## src/rtl/bitonic_pkg.sv

```systemverilog
// rtl/bitonic_pkg.sv - shared types and elaboration helpers for the bitonic merge stream
package bitonic_pkg;

  typedef enum logic {
    DIR_DESC = 1'b0,
    DIR_ASC  = 1'b1
  } dir_e;

  // Distance between the two elements of a compare-exchange pair in stage s.
  function automatic int partner_dist(input int s, input int depth);
    return depth >> (s + 1);
  endfunction

  // Number of merge stages, log2(depth), never less than one.
  function automatic int stage_count(input int depth);
    int n;
    n = 0;
    for (int i = 0; i < 31; i++) begin
      if ((1 << i) < depth) n = i + 1;
    end
    return (n < 1) ? 1 : n;
  endfunction

endpackage

```

## src/rtl/bitonic_merge_stream_cas_stage.sv

```systemverilog
// rtl/bitonic_merge_stream_cas_stage.sv - one registered compare-exchange layer (tags kept when BITONIC_MERGE_TAG_EN)
module bm_cas_stage
  import bitonic_pkg::*;
#(
  parameter int DEPTH = 8,
  parameter int WIDTH = 32,
  parameter int TAG_W = 4,
  parameter int STAGE = 0
) (
  input  logic             clk,
  input  logic             rst,
  input  logic             valid_in,
  input  logic             dir_in,
  input  logic [WIDTH-1:0] keys_in [DEPTH-1:0],
  input  logic [TAG_W-1:0] tags_in [DEPTH-1:0],
  output logic             ready_out,
  input  logic             ready_in,
  output logic             valid_q,
  output logic             dir_q,
  output logic [WIDTH-1:0] keys_q  [DEPTH-1:0],
  output logic [TAG_W-1:0] tags_q  [DEPTH-1:0]
);

  localparam int DIST = partner_dist(STAGE, DEPTH);

  dir_e             dir_c;
  logic [WIDTH-1:0] nk [DEPTH-1:0];
`ifdef BITONIC_MERGE_TAG_EN
  logic [TAG_W-1:0] nt [DEPTH-1:0];
`endif

  assign dir_c     = dir_e'(dir_in);
  assign ready_out = !valid_q || ready_in;

  // Each low element (bit for this stage clear) owns the pair with its partner DIST above it.
  for (genvar i = 0; i < DEPTH; i++) begin : g_pair
    if ((i & DIST) == 0) begin : g_lo
      logic swap;
      assign swap = (dir_c == DIR_ASC) ? (keys_in[i] > keys_in[i+DIST])
                                       : (keys_in[i] < keys_in[i+DIST]);
      assign nk[i]      = swap ? keys_in[i+DIST] : keys_in[i];
      assign nk[i+DIST] = swap ? keys_in[i]      : keys_in[i+DIST];
`ifdef BITONIC_MERGE_TAG_EN
      assign nt[i]      = swap ? tags_in[i+DIST] : tags_in[i];
      assign nt[i+DIST] = swap ? tags_in[i]      : tags_in[i+DIST];
`endif
    end
  end

  // Load when empty or draining; data only moves with a valid beat so idle cycles keep it.
  always_ff @(posedge clk) begin
    if (rst) begin
      valid_q <= 1'b0;
      dir_q   <= 1'b0;
      keys_q  <= '{default: '0};
    end else if (ready_out) begin
      valid_q <= valid_in;
      if (valid_in) begin
        dir_q  <= dir_c;
        keys_q <= nk;
      end
    end
  end

`ifdef BITONIC_MERGE_TAG_EN
  // Tags follow the same load rule as the keys they travel with.
  always_ff @(posedge clk) begin
    if (rst) begin
      tags_q <= '{default: '0};
    end else if (ready_out && valid_in) begin
      tags_q <= nt;
    end
  end
`else
  logic [DEPTH-1:0] tags_unused;
  for (genvar i = 0; i < DEPTH; i++) begin : g_notag
    assign tags_q[i]      = '0;
    assign tags_unused[i] = ^tags_in[i];
  end
`endif

endmodule

```

## src/rtl/bitonic_merge_stream.sv

```systemverilog
// rtl/bitonic_merge_stream.sv - streaming bitonic merger top; optional tags via BITONIC_MERGE_TAG_EN
module bitonic_merge_stream
  import bitonic_pkg::*;
#(
  parameter int DEPTH = 8,
  parameter int WIDTH = 32,
  parameter int TAG_W = 4,
  localparam int L     = stage_count(DEPTH),
  localparam int OCC_W = $clog2(L + 1)
) (
  input  logic             clk,
  input  logic             rst,
  input  logic             in_valid,
  output logic             in_ready,
  input  logic             in_dir,
  input  logic [WIDTH-1:0] in_keys   [DEPTH-1:0],
  input  logic [TAG_W-1:0] in_tags   [DEPTH-1:0],
  output logic             out_valid,
  input  logic             out_ready,
  output logic             out_dir,
  output logic [WIDTH-1:0] out_keys  [DEPTH-1:0],
  output logic [TAG_W-1:0] out_tags  [DEPTH-1:0],
  output logic [OCC_W-1:0] occupancy
);

  // Index s is the input of stage s; index L is the pipeline output.
  logic             sv  [0:L];
  logic             sd  [0:L];
  logic             rdy [0:L];
  logic [WIDTH-1:0] sk  [0:L][DEPTH-1:0];
  logic [TAG_W-1:0] st  [0:L][DEPTH-1:0];

  logic in_hs;
  logic out_hs;

  assign sv[0]  = in_valid;
  assign sd[0]  = in_dir;
  assign sk[0]  = in_keys;
  assign st[0]  = in_tags;
  assign rdy[L] = out_ready;

  assign in_ready  = rdy[0];
  assign out_valid = sv[L];
  assign out_dir   = sd[L];
  assign out_keys  = sk[L];
  assign out_tags  = st[L];

  assign in_hs  = in_valid && in_ready;
  assign out_hs = out_valid && out_ready;

  for (genvar s = 0; s < L; s++) begin : g_stage
    bm_cas_stage #(
      .DEPTH (DEPTH),
      .WIDTH (WIDTH),
      .TAG_W (TAG_W),
      .STAGE (s)
    ) u_stage (
      .clk       (clk),
      .rst       (rst),
      .valid_in  (sv[s]),
      .dir_in    (sd[s]),
      .keys_in   (sk[s]),
      .tags_in   (st[s]),
      .ready_out (rdy[s]),
      .ready_in  (rdy[s+1]),
      .valid_q   (sv[s+1]),
      .dir_q     (sd[s+1]),
      .keys_q    (sk[s+1]),
      .tags_q    (st[s+1])
    );
  end

  // Beats in flight: count up on accept, down on emit; both together leave it unchanged.
  always_ff @(posedge clk) begin
    if (rst) begin
      occupancy <= '0;
    end else begin
      case ({in_hs, out_hs})
        2'b10:   occupancy <= occupancy + OCC_W'(1);
        2'b01:   occupancy <= occupancy - OCC_W'(1);
        default: occupancy <= occupancy;
      endcase
    end
  end

endmodule

```

## config.mk

```make
export PLATFORM = sky130hd
export DESIGN_NAME = bitonic_merge_stream
export DESIGN_NICKNAME = d
export VERILOG_FILES = /design/src/rtl/bitonic_pkg.sv /design/src/rtl/bitonic_merge_stream_cas_stage.sv /design/src/rtl/bitonic_merge_stream.sv
export SDC_FILE = /design/constraint.sdc
export NUM_CORES = 2
export LEC_CHECK = 0
export CAP_MARGIN = 5
export CORE_MARGIN = 2
export CORE_UTILIZATION = 54
export CTS_BUF_LIST = sky130_fd_sc_hd__clkbuf_4
export CTS_CLUSTER_DIAMETER = 80
export CTS_CLUSTER_SIZE = 40
export DETAILED_ROUTE_END_ITERATION = 12
export GPL_TIMING_DRIVEN = 0
export PLACE_DENSITY = 0.78
export SYNTH_ARGS = -nofsm -noshare
export SYNTH_HDL_FRONTEND = slang
export SYNTH_SLANG_ARGS = --single-unit
```

## constraint.sdc

```tcl
create_clock -name clk -period 4.1 [get_ports clk]
set_input_delay 0.82 -clock clk [delete_from_list [all_inputs] [get_ports clk]]
set_output_delay 0.82 -clock clk [all_outputs]
set_load 0.03 [all_outputs]
```

==> metrics list <==
- Status: complete, but fails checks
- Violated checks: max-capacitance violations
- The worst setup path is launched from an input port.
* Routability cong.: 1.156
- Once detailed placement completed, the half-perimeter wirelength came to 180100 um.
- TritonCTS Sinks: 776
- The initial utilization of the core area, before any placement, comes to 0.5431.
- Number of failing hold endpoints at the final stage: 0
- First-pass GRT wire length: 314800 um
* Final worst-path cycle share: 0.9796
* Number of non-filler instances in the completed layout: 7336
- Registers take 15530 um^2.
* Power spent charging and discharging nets: 0.007981 W
- STA classifies the critical path endpoint as a flip-flop.
- The number of antenna violations at the first check in global routing came to 17.
- Across every metal layer, demand over resource in global routing totals 0.4916.
* Die W: 296.2 um
- Share of synthesized flip-flops with an asynchronous set or reset: 0
* Worst slew margin relative to its limit: 0.007387
* Post-synthesis instance area: 46100 um^2
- Startpoint of the worst register-to-register path: g_stage[0].u_stage.keys_q[233]$_SDFFE_PP0P_
* Largest clock skew in the final design: 0.1058 ns
- After clock tree synthesis, the flow added hold-fix buffers numbering 0.
* Site row count: 107
- Height of the chip: 296.2 um
- The share of total power dissipated in combinational logic is 0.329.
- Counting stages on the worst path, the most repeated cell is a21o_1.
- In the post-route analysis, the smallest setup slack over all paths is 0.08362 ns.
- The largest total area in the synthesized netlist belongs to dfxtp_1.
* Number of filler cells placed in the layout: 7833
- Clock slew at reported path FFs: 0.29 ns
* Area of combinational cells with multiple inputs: 26200 um^2
- After detailed placement, the design holds a cell count of 7246.
- The largest single stage delay on the critical path is 0.92 ns.
- In this run the remaining antenna-violating nets after routing total 0.
* Instance count along the most critical hold path: 3
- In the routed design, unresolved DRC markers number 0.
- The share of total power dissipated in sequential elements is 0.470.
- Avg Inst Size Synth: 8.305 um^2
- At the end of the flow, the number of nets in the layout was 6824.
- By area, the combinational part of the netlist is dominated by compound AO/OA/AOI/OAI gates.
- Compared with the post-synthesis result, the final layout area differs by 16.52%.
- Clock group share of total power: 0.202
- Summed area of non-filler cells in the final layout: 53710 um^2
- Measured against the total synthesized area, the mux share comes to 0.01411.
- Most frequent standard cell in the layout excluding fill and tap cells: dfxtp_1
- The floorplan step defined a core boundary enclosing 84880 um^2.
- Of the total synthesized cell area, the portion taken by XOR and XNOR cells is 0.0003800.
- Count of pins on the block boundary: 586
- The slowest stage of the critical path belongs to the cell a221oi_1.
* Leakage power: 20.19 nW
* Worst hold path startpoint: in_valid
- Power after layout: 0.01933 W
* Standard cell area after detailed placement: 52860 um^2
* Slew at the pin closest to its max-slew limit: 1.489 ns
* Violation count after the first detailed-route iteration: 6909
- In the final routed layout, each cell accounts on average for 30.63 um.
- Setup violations remaining at the end of the flow were counted as 0.
- The tree is rooted in a clkbuf_4.
- The share of the Yosys chip area taken by registers is 0.3370.
* Critical Path Source: in_keys[189]
* RSZ-0062 raised after global routing: no
- Required time worst endpoint: 5.04 ns
- Via density: 6.933
- Fraction of post-synthesis cell area in the top cell type by area: 0.3370
- Entering global routing, the biggest net connects 35 pins.
- Post-placement worst setup slack: -0.6738 ns
- Subtracting the final worst setup slack from the clock period gives 4.016 ns.
- Of the cells placed in the final design, the portion with a size suffix greater than 1 is 0.06765.
- Via count of the first global-routing pass: 46650
- The routed design has 224700 um of wire.
- H-tree Lvls: 2
* Number of synthesized register bits: 776
- Worst-Skew Late Latency: 1.07 ns
- Fraction of the mapped netlist area in compound gates: 0.3542
- Cell breakdown of the critical path: clkdlybuf4s50_1 > inv_1 > ha_1 > a21o_1 > a21o_1 > a221oi_1 > o211ai_1 > nor3_4 > clkbuf_2 > o21ai_0 > a311oi_2
* Post-Syn Instances: 5550
* TritonCTS clock tree: done
- The first detailed-routing pass ran for 7 iterations.
- Cell internal power was estimated by the tool at 0.01135 W.
- Data on the critical path arrives at its endpoint at 4.96 ns.
- Setup Crit Path Kind: input port to flip-flop
- The die covers 87710 um^2.
- In the layout the commonest cells are 776 x dfxtp_1, 691 x o21ai_0, 599 x a31oi_1.
- Final count of pins violating max slew: 0
* Simple-Gate Fraction of Synth Area: 0.09232
- Depth of the most critical reg-to-reg path: 10
- Across all layers, the routed design uses 50860 vias.
- Total gr overflow: 0
* Netlist cell types: 49
* Worst VDD drop: 0.2103 mV
* Post-synthesis adder-cell area fraction: 0.1045
- Number of enable-type register cells in the synthesized netlist: 0
- Worst min path class: input port to flip-flop
* Total power per unit cell area: 359.9 nW/um^2
* Maximum operating frequency: 0.2490 GHz
* Warning count from the yosys run: 0
- Switching share of power: 0.4129
* Number of buffers created by CTS: 42
* Cells taking the most area after synthesis: dfxtp_1 34%, ha_1 10%, a31oi_1 8.1%
* Largest buffer count on any clock path: 3
- Among all flip-flop cells after synthesis, the most frequent one is dfxtp_1.
* Worst-path fanout max: 10
* Max-capacitance violation count: 1
* Buffers added on ports: 519
metrics by stage:
stage	TNS (ns)	hold WS [ns]	utilization
6_report	0	0.3287	0.6328
3_5_place_dp	-56.58	0.4918	0.6228
5_1_grt	0	0.3084	0.6326
2_1_floorplan	0	0.4688	-
3_3_place_gp	-71.80	0.4726	0.6225
4_1_cts	0	0.2736	0.6323
flip-flops by register name (all words and copies together) (netlist names):
name and cells:
g_stage.u_stage.dir_q 3, g_stage.u_stage.keys_q 768, g_stage.u_stage.valid_q 3, occupancy 2
layout make-up:
class | count | share of cell area
multi-input combinational | 3817 | 0.4877
sequential | 776 | 0.2892
timing repair buffer | 521 | 0.09714
buffer | 579 | 0.05502
inverter | 409 | 0.02858
tap | 1144 | 0.02665
clock inverter | 32 | 0.008736
clock buffer | 45 | 0.006290
antenna | 13 | 0.0006057
path summary, 6_finish.rpt:
kind,slack (ns),endpoint
max,0.08,g_stage[0].u_stage.keys_q[54]$_SDFFE_PP0P_
min,0.33,g_stage[0].u_stage.valid_q$_SDFFE_PP0N_
max reg2reg,0.12,g_stage[1].u_stage.keys_q[243]$_SDFFE_PP0P_
min reg2reg,0.50,g_stage[1].u_stage.keys_q[188]$_SDFFE_PP0P_
metal layers:
layer / vias to the layer above / track usage / part of all wire
met5: - / 0.006652 / 0.00038
met4: 14 / 0.3258 / 0.082
met3: 840 / 0.2041 / 0.16
met2: 3800 / 0.6930 / 0.40
met1: 24160 / 0.6098 / 0.36
li1: 22050 / - / -
cell usage after synthesis (2+ instances only):
master	n
a311oi_1	73
nor2_1	552
mux2i_1	65
clkbuf_2	43
buf_4	59
o41ai_2	2
or3_1	18
ha_1	385
nand2_1	102
a21o_1	92
a221o_1	12
nand4_1	54
nand2b_1	2
a31oi_1	599
dfxtp_1	776
o41a_4	8
o21ai_0	691
nor2b_1	15
buf_1	30
a211oi_1	418
buf_6	60
nor3_4	8
clkbuf_1	342
a31oi_2	10
and2_1	21
o211ai_1	12
a311oi_2	24
o211a_4	8
a221oi_2	28
o211ai_4	8
and2_0	4
o21ai_1	63
nor3_1	6
nor4_1	13
buf_2	45
and4_1	12
or2_2	2
a221oi_1	238
a21oi_1	120
o31ai_1	2
nand3_1	84
inv_1	408
nand3_2	30
repair_timing:
item	4_1_cts	5_1_grt
setup buffers	0	0
resized for setup	0	3
endpoints found under the setup margin	0	31
critical path, delay by kind of cell:
kind / cells / cell delay, ns
AOI/OAI and AO/OA: 6 / 2.26
buffers and inverters: 3 / 0.94
and+or+nand+nor: 1 / 0.63
adders and majority gates: 1 / 0.29
logic make-up (layout without fill, tap and decap cells):
logic type,after synthesis,count (layout)
other cells,1,45
fa+ha+maj,385,385
compound gates,2409,2409
flops,776,776
mux,65,65
buf+inv,988,1586
simple gates,924,924
xor+xnor,2,2
power groups by stage:
stage | Clock, W | Sequential, W | Combinational (W)
2_1_floorplan | 0 | 0.00882 | 0.00381
3_3_place_gp | 0 | 0.00910 | 0.00596
3_5_place_dp | 0 | 0.00910 | 0.00608
4_1_cts | 0.00384 | 0.00896 | 0.00611
5_1_grt | 0.00411 | 0.00904 | 0.00680
6_report | 0.00390 | 0.00908 | 0.00636
(Power assumes the default switching activity.)
